$ cat src/rtl/serial_code_receiver_pkg.sv
// Shared types and defaults for the serial code receiver.
package serial_code_pkg;

  // Receiver FSM states; also exported on the debug port.
  typedef enum logic [1:0] {
    COLLECT = 2'd0,
    OUTPUT  = 2'd1,
    LOCKOUT = 2'd2
  } state_t;

  localparam int         DEFAULT_N        = 4;
  localparam logic [3:0] DEFAULT_PASSWORD = 4'b1101;

endpackage

$ cat src/rtl/serial_code_receiver_if.sv
// Bus bundle for the serial code receiver.
//
// Handshakes: both channels use strict valid/ready. A transfer happens on a
// rising clk edge where valid && ready are both high. The source must hold
// its data stable while valid is high and ready is low; the sink may change
// ready freely. On the serial side the receiver is the sink (s_ready); on
// the parallel side it is the source (p_valid/p_data).
interface serial_code_receiver_if #(
  parameter int N = 4
) ();
  logic         s_data;
  logic         s_valid;
  logic         s_ready;
  logic [N-1:0] p_data;
  logic         p_valid;
  logic         p_ready;
  logic         unlock;
  logic         pwd_incorrect;
  logic         locked;

  // Upstream sender / downstream consumer side.
  modport master (
    output s_data, s_valid, p_ready,
    input  s_ready, p_data, p_valid, unlock, pwd_incorrect, locked
  );

  // Receiver side.
  modport slave (
    input  s_data, s_valid, p_ready,
    output s_ready, p_data, p_valid, unlock, pwd_incorrect, locked
  );
endinterface

$ cat src/rtl/serial_code_receiver_s2p_deserializer.sv
// Serial-to-parallel assembler: places accepted bits LSB first and flags the
// N-th bit. o_word already includes the bit accepted this cycle so the top
// can register the complete word on o_word_done.
module s2p_deserializer #(
  parameter int N = 4
) (
  input  logic         clk,
  input  logic         rst,
  input  logic         i_en,
  input  logic         i_data,
  input  logic         i_valid,
  output logic [N-1:0] o_word,
  output logic         o_word_done
);
  localparam int CW = (N > 1) ? $clog2(N) : 1;

  logic [CW-1:0] r_bit_cnt;
  logic [N-1:0]  r_word;
  logic          w_accept;
  logic          w_last;

  assign w_accept    = i_en && i_valid;
  assign w_last      = (r_bit_cnt == CW'(N - 1));
  assign o_word_done = w_accept && w_last;

  // Merge the incoming bit into the partial word at its position.
  always_comb begin
    o_word = r_word;
    if (w_accept) begin
      o_word[r_bit_cnt] = i_data;
    end
  end

  // Partial word and bit position; the count wraps after the N-th bit.
  always_ff @(posedge clk) begin
    if (rst) begin
      r_bit_cnt <= '0;
      r_word    <= '0;
    end else if (w_accept) begin
      r_word    <= o_word;
      r_bit_cnt <= w_last ? '0 : r_bit_cnt + CW'(1);
    end
  end
endmodule

$ cat src/rtl/serial_code_receiver.sv
// Serial code receiver top: collects N-bit words LSB first, compares them
// with PASSWORD, presents each word on a parallel valid/ready port and
// pulses unlock or pwd_incorrect on the first presentation cycle.
// Build option FAIL_LOCKOUT_EN: count consecutive mismatches and enter a
// LOCKOUT period of LOCKOUT_CYCLES clocks after MAX_FAIL of them.
module serial_code_receiver
  import serial_code_pkg::*;
#(
  parameter int         N              = DEFAULT_N,
  parameter logic [N-1:0] PASSWORD     = N'(DEFAULT_PASSWORD),
  parameter int         MAX_FAIL       = 3,
  parameter int         LOCKOUT_CYCLES = 16
) (
  input  logic                   clk,
  input  logic                   rst,
  serial_code_receiver_if.slave  bus,
  output state_t                 o_dbg_state
);
  state_t       r_state;
  state_t       w_next;
  logic         r_run;
  logic [N-1:0] r_p_data;
  logic         r_unlock;
  logic         r_pwd_incorrect;
  logic         w_s_ready;
  logic [N-1:0] w_word;
  logic         w_word_done;
  logic         w_match;

  // r_run keeps s_ready low during reset and for the cycle rst falls.
  assign w_s_ready = r_run && (r_state == COLLECT);
  assign w_match   = (w_word == PASSWORD);

  s2p_deserializer #(.N(N)) u_s2p (
    .clk         (clk),
    .rst         (rst),
    .i_en        (w_s_ready),
    .i_data      (bus.s_data),
    .i_valid     (bus.s_valid),
    .o_word      (w_word),
    .o_word_done (w_word_done)
  );

`ifdef FAIL_LOCKOUT_EN
  localparam int FW = $clog2(MAX_FAIL + 1);
  localparam int LW = $clog2(LOCKOUT_CYCLES + 1);

  logic [FW-1:0] r_fail_cnt;
  logic [LW-1:0] r_lock_cnt;
`endif

  // Next-state decode.
  always_comb begin
    w_next = r_state;
    case (r_state)
      COLLECT: begin
        if (w_word_done) w_next = OUTPUT;
      end
      OUTPUT: begin
        if (bus.p_ready) begin
`ifdef FAIL_LOCKOUT_EN
          w_next = (r_fail_cnt == FW'(MAX_FAIL)) ? LOCKOUT : COLLECT;
`else
          w_next = COLLECT;
`endif
        end
      end
      LOCKOUT: begin
`ifdef FAIL_LOCKOUT_EN
        if (r_lock_cnt == '0) w_next = COLLECT;
`else
        w_next = COLLECT;
`endif
      end
      default: w_next = COLLECT;
    endcase
  end

  // State register plus the post-reset run flag.
  always_ff @(posedge clk) begin
    if (rst) begin
      r_state <= COLLECT;
      r_run   <= 1'b0;
    end else begin
      r_state <= w_next;
      r_run   <= 1'b1;
    end
  end

  // Word capture and one-cycle verdict pulses aligned with the first OUTPUT cycle.
  always_ff @(posedge clk) begin
    if (rst) begin
      r_p_data        <= '0;
      r_unlock        <= 1'b0;
      r_pwd_incorrect <= 1'b0;
    end else if (w_word_done) begin
      r_p_data        <= w_word;
      r_unlock        <= w_match;
      r_pwd_incorrect <= !w_match;
    end else begin
      r_unlock        <= 1'b0;
      r_pwd_incorrect <= 1'b0;
    end
  end

`ifdef FAIL_LOCKOUT_EN
  // Consecutive-mismatch count, updated together with the verdict pulse.
  always_ff @(posedge clk) begin
    if (rst) begin
      r_fail_cnt <= '0;
    end else if (w_word_done) begin
      if (w_match)                            r_fail_cnt <= '0;
      else if (r_fail_cnt != FW'(MAX_FAIL))   r_fail_cnt <= r_fail_cnt + FW'(1);
    end else if (r_state == LOCKOUT && r_lock_cnt == '0) begin
      r_fail_cnt <= '0;
    end
  end

  // Lockout down-counter: loaded on entry, LOCKOUT lasts LOCKOUT_CYCLES clocks.
  always_ff @(posedge clk) begin
    if (rst) begin
      r_lock_cnt <= '0;
    end else if (r_state == OUTPUT && w_next == LOCKOUT) begin
      r_lock_cnt <= LW'(LOCKOUT_CYCLES - 1);
    end else if (r_state == LOCKOUT && r_lock_cnt != '0) begin
      r_lock_cnt <= r_lock_cnt - LW'(1);
    end
  end

  assign bus.locked = (r_state == LOCKOUT);
`else
  // Lockout parameters are inert here; the expression folds to constant 0.
  assign bus.locked = 1'b0 & (MAX_FAIL < 0) & (LOCKOUT_CYCLES < 0);
`endif

  assign bus.s_ready       = w_s_ready;
  assign bus.p_valid       = (r_state == OUTPUT);
  assign bus.p_data        = r_p_data;
  assign bus.unlock        = r_unlock;
  assign bus.pwd_incorrect = r_pwd_incorrect;
  assign o_dbg_state       = r_state;
endmodule

$ cat src/flat_wrapper.sv
// flat-port wrapper written by rule: the top's interface ports become plain ports
module serial_code_receiver_flat import serial_code_pkg::*;
#(
  parameter int         N              = DEFAULT_N,
  parameter logic [N-1:0] PASSWORD     = N'(DEFAULT_PASSWORD),
  parameter int         MAX_FAIL       = 3,
  parameter int         LOCKOUT_CYCLES = 16
)
  (clk, rst, o_dbg_state, bus_s_data, bus_s_valid, bus_p_ready, bus_s_ready, bus_p_data, bus_p_valid, bus_unlock, bus_pwd_incorrect, bus_locked);
  serial_code_receiver_if #(.N(N)) bus_i ();
  input  logic clk;
  input  logic rst;
  output state_t o_dbg_state;
  input wire logic [$bits(bus_i.s_data)-1:0] bus_s_data;
  input wire logic [$bits(bus_i.s_valid)-1:0] bus_s_valid;
  input wire logic [$bits(bus_i.p_ready)-1:0] bus_p_ready;
  output wire logic [$bits(bus_i.s_ready)-1:0] bus_s_ready;
  output wire logic [$bits(bus_i.p_data)-1:0] bus_p_data;
  output wire logic [$bits(bus_i.p_valid)-1:0] bus_p_valid;
  output wire logic [$bits(bus_i.unlock)-1:0] bus_unlock;
  output wire logic [$bits(bus_i.pwd_incorrect)-1:0] bus_pwd_incorrect;
  output wire logic [$bits(bus_i.locked)-1:0] bus_locked;
  assign bus_i.s_data = bus_s_data;
  assign bus_i.s_valid = bus_s_valid;
  assign bus_i.p_ready = bus_p_ready;
  assign bus_s_ready = bus_i.s_ready;
  assign bus_p_data = bus_i.p_data;
  assign bus_p_valid = bus_i.p_valid;
  assign bus_unlock = bus_i.unlock;
  assign bus_pwd_incorrect = bus_i.pwd_incorrect;
  assign bus_locked = bus_i.locked;
  serial_code_receiver #(.N(N), .PASSWORD(PASSWORD), .MAX_FAIL(MAX_FAIL), .LOCKOUT_CYCLES(LOCKOUT_CYCLES)) u_core (.clk(clk), .rst(rst), .bus(bus_i), .o_dbg_state(o_dbg_state));
endmodule
$ cat config.mk
export PLATFORM = sky130hd
export DESIGN_NAME = serial_code_receiver_flat
export DESIGN_NICKNAME = d
export VERILOG_FILES = /design/src/rtl/serial_code_receiver_pkg.sv /design/src/rtl/serial_code_receiver_if.sv /design/src/rtl/serial_code_receiver_s2p_deserializer.sv /design/src/rtl/serial_code_receiver.sv /design/src/flat_wrapper.sv
export SDC_FILE = /design/constraint.sdc
export NUM_CORES = 1
export LEC_CHECK = 0
export ABC_AREA = 0
export CORE_AREA = 2 2 39 41
export DETAILED_ROUTE_END_ITERATION = 7
export DIE_AREA = 0 0 41 43
export DONT_BUFFER_PORTS = 1
export SYNTH_ARGS = -nofsm -noshare
export SYNTH_HDL_FRONTEND = slang
export SYNTH_SLANG_ARGS = --single-unit
$ cat constraint.sdc
create_clock -name clk -period 2.2 [get_ports clk]
set_input_delay 0.44 -clock clk [delete_from_list [all_inputs] [get_ports clk]]
set_output_delay 0.44 -clock clk [all_outputs]
set_load 0.01 [all_outputs]
=== Word-level counts from Yosys, hierarchy flattened ===
Cells that the tools add are included.

* Output and inout bits: 11
* Word-level logic and storage cells: 33
* Input bits: 5
* Register bits after elaboration: 15

* $add $sub $neg: 1
* $lt $le $gt $ge: 2
* Eq/ne operators: 5
* Multiplexer cells: 9
* Reduce and logical (&&, ||, !) cells: 8
* Bitwise logic cells: 1

{| class="wikitable"
|+ Operator list
! kind !! number
|-
| $mux W2 || 3
|-
| $bwmux W4 || 1
|-
| $eq A4 B4 Y1 const B || 1
|-
| $logic_and A1 B1 Y1 || 4
|-
| $mux W4 || 1
|-
| $ne A2 B2 Y1 const B || 2
|-
| $pmux W2 S2 || 1
|-
| $lt A2 B3 Y1 const B || 1
|-
| $add A2 B1 Y2 const B || 1
|-
| $demux W1 S2 || 1
|-
| $eq A2 B1 Y1 const B || 1
|-
| $eq A2 B2 Y1 const B || 1
|-
| $ge A2 B1 Y1 const B || 1
|-
| $logic_not A2 Y1 || 1
|-
| $mux W1 || 2
|-
| $reduce_and A2 Y1 || 1
|-
| $reduce_or A2 Y1 || 1
|-
| $logic_not A1 Y1 || 1
|-
| $not A1 Y1 || 1
|}

=== Logic depth before layout (Yosys ltp) ===
Gate-level depths: netlist of run 1.

* Word-level depth: 8
* Mapped depth: 6
* Mapped depth without buffers: 6

=== Cells and area by module ===
Synthesis of run 1 repeated with hierarchy kept, for this count alone.

* Cells, all modules: 64
* Area total of the unflattened synthesis: 670.6 um2

{| class="wikitable"
|+ By module, submodules not included
! module !! area each (um2) !! instances !! seq. area each (um2) !! cells each
|-
| s2p_deserializer || 366.6 || 1 || 120.1 || 35
|-
| serial_code_receiver || 304.0 || 1 || 160.2 || 29
|}

=== Worst setup path after synthesis of run 1 ===
No wires, ideal clock.

* Path type: register to register
* Start: register u_core.u_s2p.r_bit_cnt[0]
* End: register u_core.r_pwd_incorrect, in the netlist u_core.bus.pwd_incorrect
* Stages on the path, launching flop included: 7
* Arrival: 1.665 ns
* Path slack: 0.420 ns
* Data required time: 2.085 ns
* Clock period less this slack: 1.780 ns
* Buffers on the path: 1
* Setup time: 0.115 ns
* Cells stage by stage: dfxtp_1 > ha_1 > and4b_1 > buf_6 > mux2i_1 > or4b_1 > and3_1

* Longest elaborated chain between the ends: 8
* Elaborated cells between the ends (all ways): 13
* Classes of those cells: 2 x order compare; 2 x eq/ne; 4 x mux; 1 x bitwise; 4 x reduce/logical

{| class="wikitable"
|+ RTL lines
! element !! line !! RTL
|-
| start: declaration || serial_code_receiver_s2p_deserializer.sv:17 || <nowiki>logic [CW-1:0] r_bit_cnt;</nowiki>
|-
| start signal: assignment || serial_code_receiver_s2p_deserializer.sv:41 || <nowiki>r_bit_cnt <= w_last ? '0 : r_bit_cnt + CW'(1);</nowiki>
|-
| $lt A2 B3 Y1 (implied by the code) or $ge A2 B1 Y1 (tied branches) || serial_code_receiver_s2p_deserializer.sv:30 || <nowiki>o_word[r_bit_cnt] = i_data;</nowiki>
|-
| $logic_and A1 B1 Y1 (implied by the code) || serial_code_receiver_s2p_deserializer.sv:30 ||
|-
| $mux W1 (implied by the code) || serial_code_receiver_s2p_deserializer.sv:30 ||
|-
| $demux W1 S2 || serial_code_receiver_s2p_deserializer.sv:30 ||
|-
| $bwmux W4 || serial_code_receiver_s2p_deserializer.sv:30 ||
|-
| $mux W4 || serial_code_receiver_s2p_deserializer.sv:29 || <nowiki>if (w_accept) begin</nowiki>
|-
| $eq A4 B4 Y1 || serial_code_receiver.sv:32 || <nowiki>assign w_match = (w_word == PASSWORD);</nowiki>
|-
| $logic_not A1 Y1 || serial_code_receiver.sv:99 || <nowiki>r_pwd_incorrect <= !w_match;</nowiki>
|-
| end signal: assignment || serial_code_receiver.sv:99 ||
|-
| end: declaration || serial_code_receiver.sv:24 || <nowiki>logic r_pwd_incorrect;</nowiki>
|}

Parallel ways exist; a longest one is shown, timed or not.
A chain may end at the register's enable or synchronous reset.

=== Worst setup path after layout of run 1 ===
Ends and elaborated chain as after synthesis.

==> results.sh, run 1 <==
export IMPL_grt_overflow=0
export IMPL_cts_setup_buffers=0
export IMPL_synth_seq_cells=14
export IMPL_dieWidth_um=41
export IMPL_hp_class="in -> reg"
export IMPL_cp_start_kind="flip-flop"
export IMPL_hold_violations=0
export IMPL_end_kind="flip-flop"
export IMPL_fin_cells=76
export IMPL_area_growth_pct=2.70
export IMPL_antenna_found_initial=0
export IMPL_ctsHoldBuffers=0
export IMPL_drt_initial_drc_count=5
export IMPL_synth_main_ff_cell="dfxtp_1"
export IMPL_setup_viol=0
export IMPL_ios=16
export IMPL_power_internal_mw=0.330
export IMPL_clk_pin_slew_worst_paths_ns=0.08
export IMPL_dr_pass1_iters=4
export IMPL_clkPwrFrac_pct=32.6
export IMPL_num_antenna_cells=0
export IMPL_syn_area_um2=602
export IMPL_clock_latency_ns=0.27
export IMPL_cts_tree="built"
export IMPL_layout_min_cycle_time_ns=1.80
export IMPL_setup_tns_ns=0
export IMPL_cts_root_buf="clkbuf_4"
export IMPL_final_antenna_net_count=0
export IMPL_ctsHtreeMaxLevel=1
export IMPL_holdPathEnd="u_core.o_dbg_state[0]"
export IMPL_viasPerCell=5.01
export IMPL_gp_congestion=0.688
export IMPL_grt_pass1_vias=368
export IMPL_critical_path_class="reg -> reg"
export IMPL_rr_endpoint="u_core.bus.pwd_incorrect"
export IMPL_rsz0062_at_grt="no"
export IMPL_hold_depth=1
export IMPL_ir_drop_v=0.000257
export IMPL_finalWirelength_um=953
export IMPL_drive_gt1_share_pct=6.67
export IMPL_reg2regPathDepth=5
export IMPL_pwr_share_seq_pct=62.5
export IMPL_synth_cell_types=20
export IMPL_syn_inst=60
export IMPL_clkSinkCount=14
export IMPL_layout_nets=71
export IMPL_yosys_area_top_type="dfxtp_1"
export IMPL_fmax_mhz=556
export IMPL_final_util_pct=44.7
export IMPL_wl_per_cell_um=12.5
export IMPL_yosysMostFrequentCell="dfxtp_1"
export IMPL_crit_required_ns=2.37
export IMPL_finalCritPeriodShare_pct=81.7
export IMPL_synthArstFlopShare_pct=0
export IMPL_synth_edff_count=0
export IMPL_synth_top_area_share_pct=46.6
export IMPL_crit_arrival_ns=1.96
export IMPL_port_buffers=0
export IMPL_r2r_start="u_core.u_s2p.r_bit_cnt[0]"
export IMPL_slew_viol_final=0
export IMPL_numCtsBuffers=3
export IMPL_via_count=381
export IMPL_synth_area_leaders="dfxtp_1, mux2i_1, ha_1"
export IMPL_grt_usage_pct=13.9
export IMPL_r2r_slack_ns=0.40
export IMPL_dpl_cell_count=73
export IMPL_avgSynthCellArea_um2=10.0
export IMPL_combPwrFrac_pct=4.9
export IMPL_coreArea_mm2=0.00138
export IMPL_yosysWarnings=0
export IMPL_cts_resized=0
export IMPL_synth_common_cells="dfxtp_1, nor2_1, mux2i_1"
export IMPL_cts_buffer_depth=2
export IMPL_switchingPower_mw=0.0889
export IMPL_synth_seq_area_share_pct=46.6
export IMPL_path_max_fanout=5
export IMPL_fp_dieH_um=43
export IMPL_fin_skew_ns=0.00339
export IMPL_initial_utilization_pct=43.5
export IMPL_status="completed"
export IMPL_worstHoldStart="rst"
export IMPL_drc=0
export IMPL_dieArea_mm2=0.00176
export IMPL_timing_max_cap_violations=0
export IMPL_grt_max_degree=14
export IMPL_power_density_mw_per_mm2=678
export IMPL_p_leak_nw=0.258
export IMPL_p_sw_share_pct=21.2
export IMPL_grt_first_pass_wirelength_um=1610
export IMPL_rows=14
## registers in the layout, summed over array words and instances, names as in the netlist
| name | count |
|---|---|
| u_core.bus.p_data | 4 |
| u_core.u_s2p.r_word | 4 |
| u_core.u_s2p.r_bit_cnt | 2 |
| u_core.bus.pwd_incorrect | 1 |
| u_core.bus.unlock | 1 |
| u_core.o_dbg_state | 1 |
| u_core.r_run | 1 |
## cells by family (layout without fill, tap and decap cells)
group | after synthesis | after routing | share of synthesized area, %
flops | 14 | 14 | 46.6
fa+ha+maj | 4 | 4 | 8.32
simple gates | 22 | 22 | 20.2
compound gates | 4 | 4 | 4.57
mux | 7 | 7 | 11.6
buf+inv | 8 | 7 | 8.11
other cells | 1 | 2 | 0.623
## cell usage in the layout (no fill, tap or decap), types with 2 or more instances in the layout
cell / count
clkbuf_4: 3
nand4b_1: 3
nor2_1: 11
conb_1: 2
a211oi_1: 3
inv_1: 3
ha_1: 4
dfxtp_1: 14
mux2i_1: 7
## layout make-up
class,count,area [um2]
Inverter,3,11.3
Tap cell,16,20.0
Multi-Input combinational cell,39,277
Sequential cell,14,280
Timing Repair Buffer,1,7.51
Clock buffer,3,22.5
Fill cell,141,766
## power groups by stage
stage / Combinational, mW / Sequential [mW] / Clock [mW]
detailed placement: 0.0206 / 0.268 / 0
global placement: 0.0202 / 0.268 / 0
global route: 0.0240 / 0.263 / 0.153
CTS: 0.0207 / 0.262 / 0.145
floorplan: 0.0226 / 0.267 / 0
finish: 0.0205 / 0.262 / 0.137
## worst max-delay path, stage by stage, from the launching register on
cell	delay [ns]
dfxtp_1	0.40
ha_1	0.20
and4b_1	0.24
mux2i_1	0.11
or4b_1	0.54
and3_1	0.19
## worst max path at each step
stage,from,to,slack [ns],depth (start not counted)
2_1_floorplan,u_core.u_s2p.r_bit_cnt[0],u_core.bus.pwd_incorrect,0.42,6
3_3_place_gp,u_core.u_s2p.r_bit_cnt[0],u_core.bus.pwd_incorrect,0.42,5
3_5_place_dp,u_core.u_s2p.r_bit_cnt[0],u_core.bus.pwd_incorrect,0.42,5
4_1_cts,u_core.u_s2p.r_bit_cnt[0],u_core.bus.pwd_incorrect,0.39,5
5_1_grt,u_core.u_s2p.r_bit_cnt[0],u_core.bus.pwd_incorrect,0.29,5
6_report,u_core.u_s2p.r_bit_cnt[0],u_core.bus.pwd_incorrect,0.40,5
## layer usage
| metal | GRT usage, % | vias to the layer above | wire [um] |
|---|---|---|---|
| met5 | 0 | - | 0 |
| met4 | 8.00 | 0 | 0 |
| met3 | 6.81 | 0 | 80 |
| met2 | 18.1 | 12 | 441 |
| met1 | 18.0 | 171 | 431 |
| li1 | - | 198 | - |
## per-stage QoR
step                worst slack, ns  instance area [um2]  total power [mW]  hold slack (ns)
floorplan                     0.420                  606             0.290            0.448
CTS                           0.393                  618             0.427            0.213
global placement              0.416                  596             0.288            0.482
finish                        0.403                  618             0.419            0.228
global route                  0.289                  618             0.440            0.212
detailed placement            0.422                  596             0.289            0.486
(Power assumes the default switching activity.)
==> run 2: changes to the inputs <==
clock period = 1.8 ns   (was 2.2 ns; I/O delays follow)
==> run 2 against run 1 <==
Compared with the run above:
- fmax is 3.8% higher
- largest cell class is now multi-input gates
- sequential power increased by 23%
- non-clock buffer count rose by 3
- critical path depth did not move
- combinational power up 48%
- global-route usage shrank 0.79 points
- die area is the same
- via count grew 10%
- worst hold slack got worse by 0.084 ns
- final cell count grew 3.9%
- sequential share of layout area is 1.9 points lower
==> results.sh, run 2 (synthesis gave the netlist of run 1 again) <==
export IMPL_status="completed"
export IMPL_num_antenna_cells=0
export IMPL_hold_depth=1
export IMPL_via_count=419
export IMPL_dieWidth_um=41
export IMPL_layout_common_cells="dfxtp_1, nor2_1, mux2i_1"
export IMPL_antenna_found_initial=0
export IMPL_fin_cells=79
export IMPL_grt_first_pass_wirelength_um=1460
export IMPL_slowest_delay_ns=0.54
export IMPL_drive_gt1_share_pct=17.5
export IMPL_power_density_mw_per_mm2=797
export IMPL_initial_utilization_pct=43.5
export IMPL_setup_viol=0
export IMPL_timing_max_cap_violations=0
export IMPL_ctsHtreeMaxLevel=1
export IMPL_fin_skew_ns=0.00428
export IMPL_cp_slowest_cell="or4b_4"
export IMPL_hold_violations=0
export IMPL_wl_per_cell_um=12.3
export IMPL_grt_pass1_vias=357
export IMPL_layout_min_cycle_time_ns=1.73
export IMPL_crit_arrival_ns=1.90
export IMPL_finalCritPeriodShare_pct=96.2
export IMPL_area_growth_pct=8.11
export IMPL_slew_viol_final=0
export IMPL_end_kind="flip-flop"
export IMPL_cts_root_buf="clkbuf_4"
export IMPL_gp_congestion=0.705
export IMPL_cp_top_family="simple AND/OR/NAND/NOR gates"
export IMPL_place_ws_ns=0.0324
export IMPL_fp_dieH_um=43
export IMPL_setup_ws_ns=0.0689
export IMPL_final_util_pct=47.0
export IMPL_worstPathCellList="ha_1 -> and4b_1 -> mux2i_1 -> or4b_4 -> and3_1"
export IMPL_dieArea_mm2=0.00176
export IMPL_dr_pass1_iters=4
export IMPL_viasPerCell=5.30
export IMPL_ios=16
export IMPL_clkSinkCount=14
export IMPL_drt_initial_drc_count=4
export IMPL_dpl_cell_count=75
export IMPL_coreArea_mm2=0.00138
export IMPL_dp_hpwl_um=693
export IMPL_layout_nets=74
export IMPL_clk_pin_slew_worst_paths_ns=0.08
export IMPL_grt_usage_pct=13.1
export IMPL_cts_tree="built"
export IMPL_final_antenna_net_count=0
export IMPL_p_leak_nw=0.270
export IMPL_grt_overflow=0
export IMPL_rsz0062_at_grt="no"
export IMPL_finalWirelength_um=972
export IMPL_reg2regPathDepth=5
export IMPL_grt_max_degree=14
export IMPL_hp_class="in -> reg"
export IMPL_fmax_mhz=578
export IMPL_clock_latency_ns=0.27
export IMPL_cp_start_kind="flip-flop"
export IMPL_layout_commonest_cell="dfxtp_1"
export IMPL_critPathBufInv=0
export IMPL_total_power_mw=0.518
export IMPL_cts_buffer_depth=2
export IMPL_ir_drop_v=0.000375
export IMPL_cp_depth=5
export IMPL_path_max_fanout=5
export IMPL_ctsHoldBuffers=0
export IMPL_drc=0
export IMPL_rows=14
export IMPL_port_buffers=0
export IMPL_numCtsBuffers=3
export IMPL_critical_path_class="reg -> reg"
export IMPL_setup_tns_ns=0
export IMPL_crit_required_ns=1.97
## run 2: what timing repair did
action | in CTS | in global routing
setup endpoints to repair | 0 | 2
setup buffers | 0 | 1
gates resized for setup | 0 | 4
## run 2: area by class of cell
type | count | area, um2
fillers | 141 | 733
multi-input cells | 39 | 284
flip-flops and latches | 14 | 283
repair buffers | 4 | 30.0
clock buffers | 3 | 22.5
well taps | 16 | 20.0
inverters | 3 | 11.3
## run 2: power breakdown
part	total (mW)	switching, mW	leakage, nW	internal [mW]
sequential	0.321	0.00546	0.114	0.316
combinational	0.0304	0.0162	0.142	0.0142
clock	0.167	0.0893	0.0138	0.0774
## run 2: per-layer routing
metal  up-vias  share of wire, %  GRT usage [%]
li1        205                 -              -
met1       200                45           14.8
met2        12                47           17.8
met3         2               7.0           9.95
met4         0               1.2           6.00
met5         -                 0              0
## run 2: path summary, 6_finish.rpt
kind,from,slack [ns],end
worst min register to register,u_core.u_s2p.r_word[3],0.51,u_core.u_s2p.r_word[3]
worst min-delay path,rst,0.14,u_core.o_dbg_state[0]
worst max register to register,u_core.u_s2p.r_bit_cnt[0],0.07,u_core.bus.pwd_incorrect
worst max-delay path,u_core.u_s2p.r_bit_cnt[0],0.07,u_core.bus.pwd_incorrect
## run 2: through the flow
stage                     hold WS, ns  area [um2]
final                           0.144         651
after global routing            0.117         651
after CTS                       0.135         633
after detailed placement        0.433         611
after global placement          0.432         611
after floorplan                 0.428         606
## run 2: worst register-to-register path, cell delays in order, from the launching register on
cell	delay, ns
dfxtp_2	0.34
ha_1	0.22
and4b_1	0.20
mux2i_1	0.14
or4b_4	0.54
and3_1	0.19
==> run 3: changes to the inputs <==
CAP_MARGIN = 20   (was unset)
==> results of run 3 <==
Final layout, timing and power as in run 2 (identical DEF).
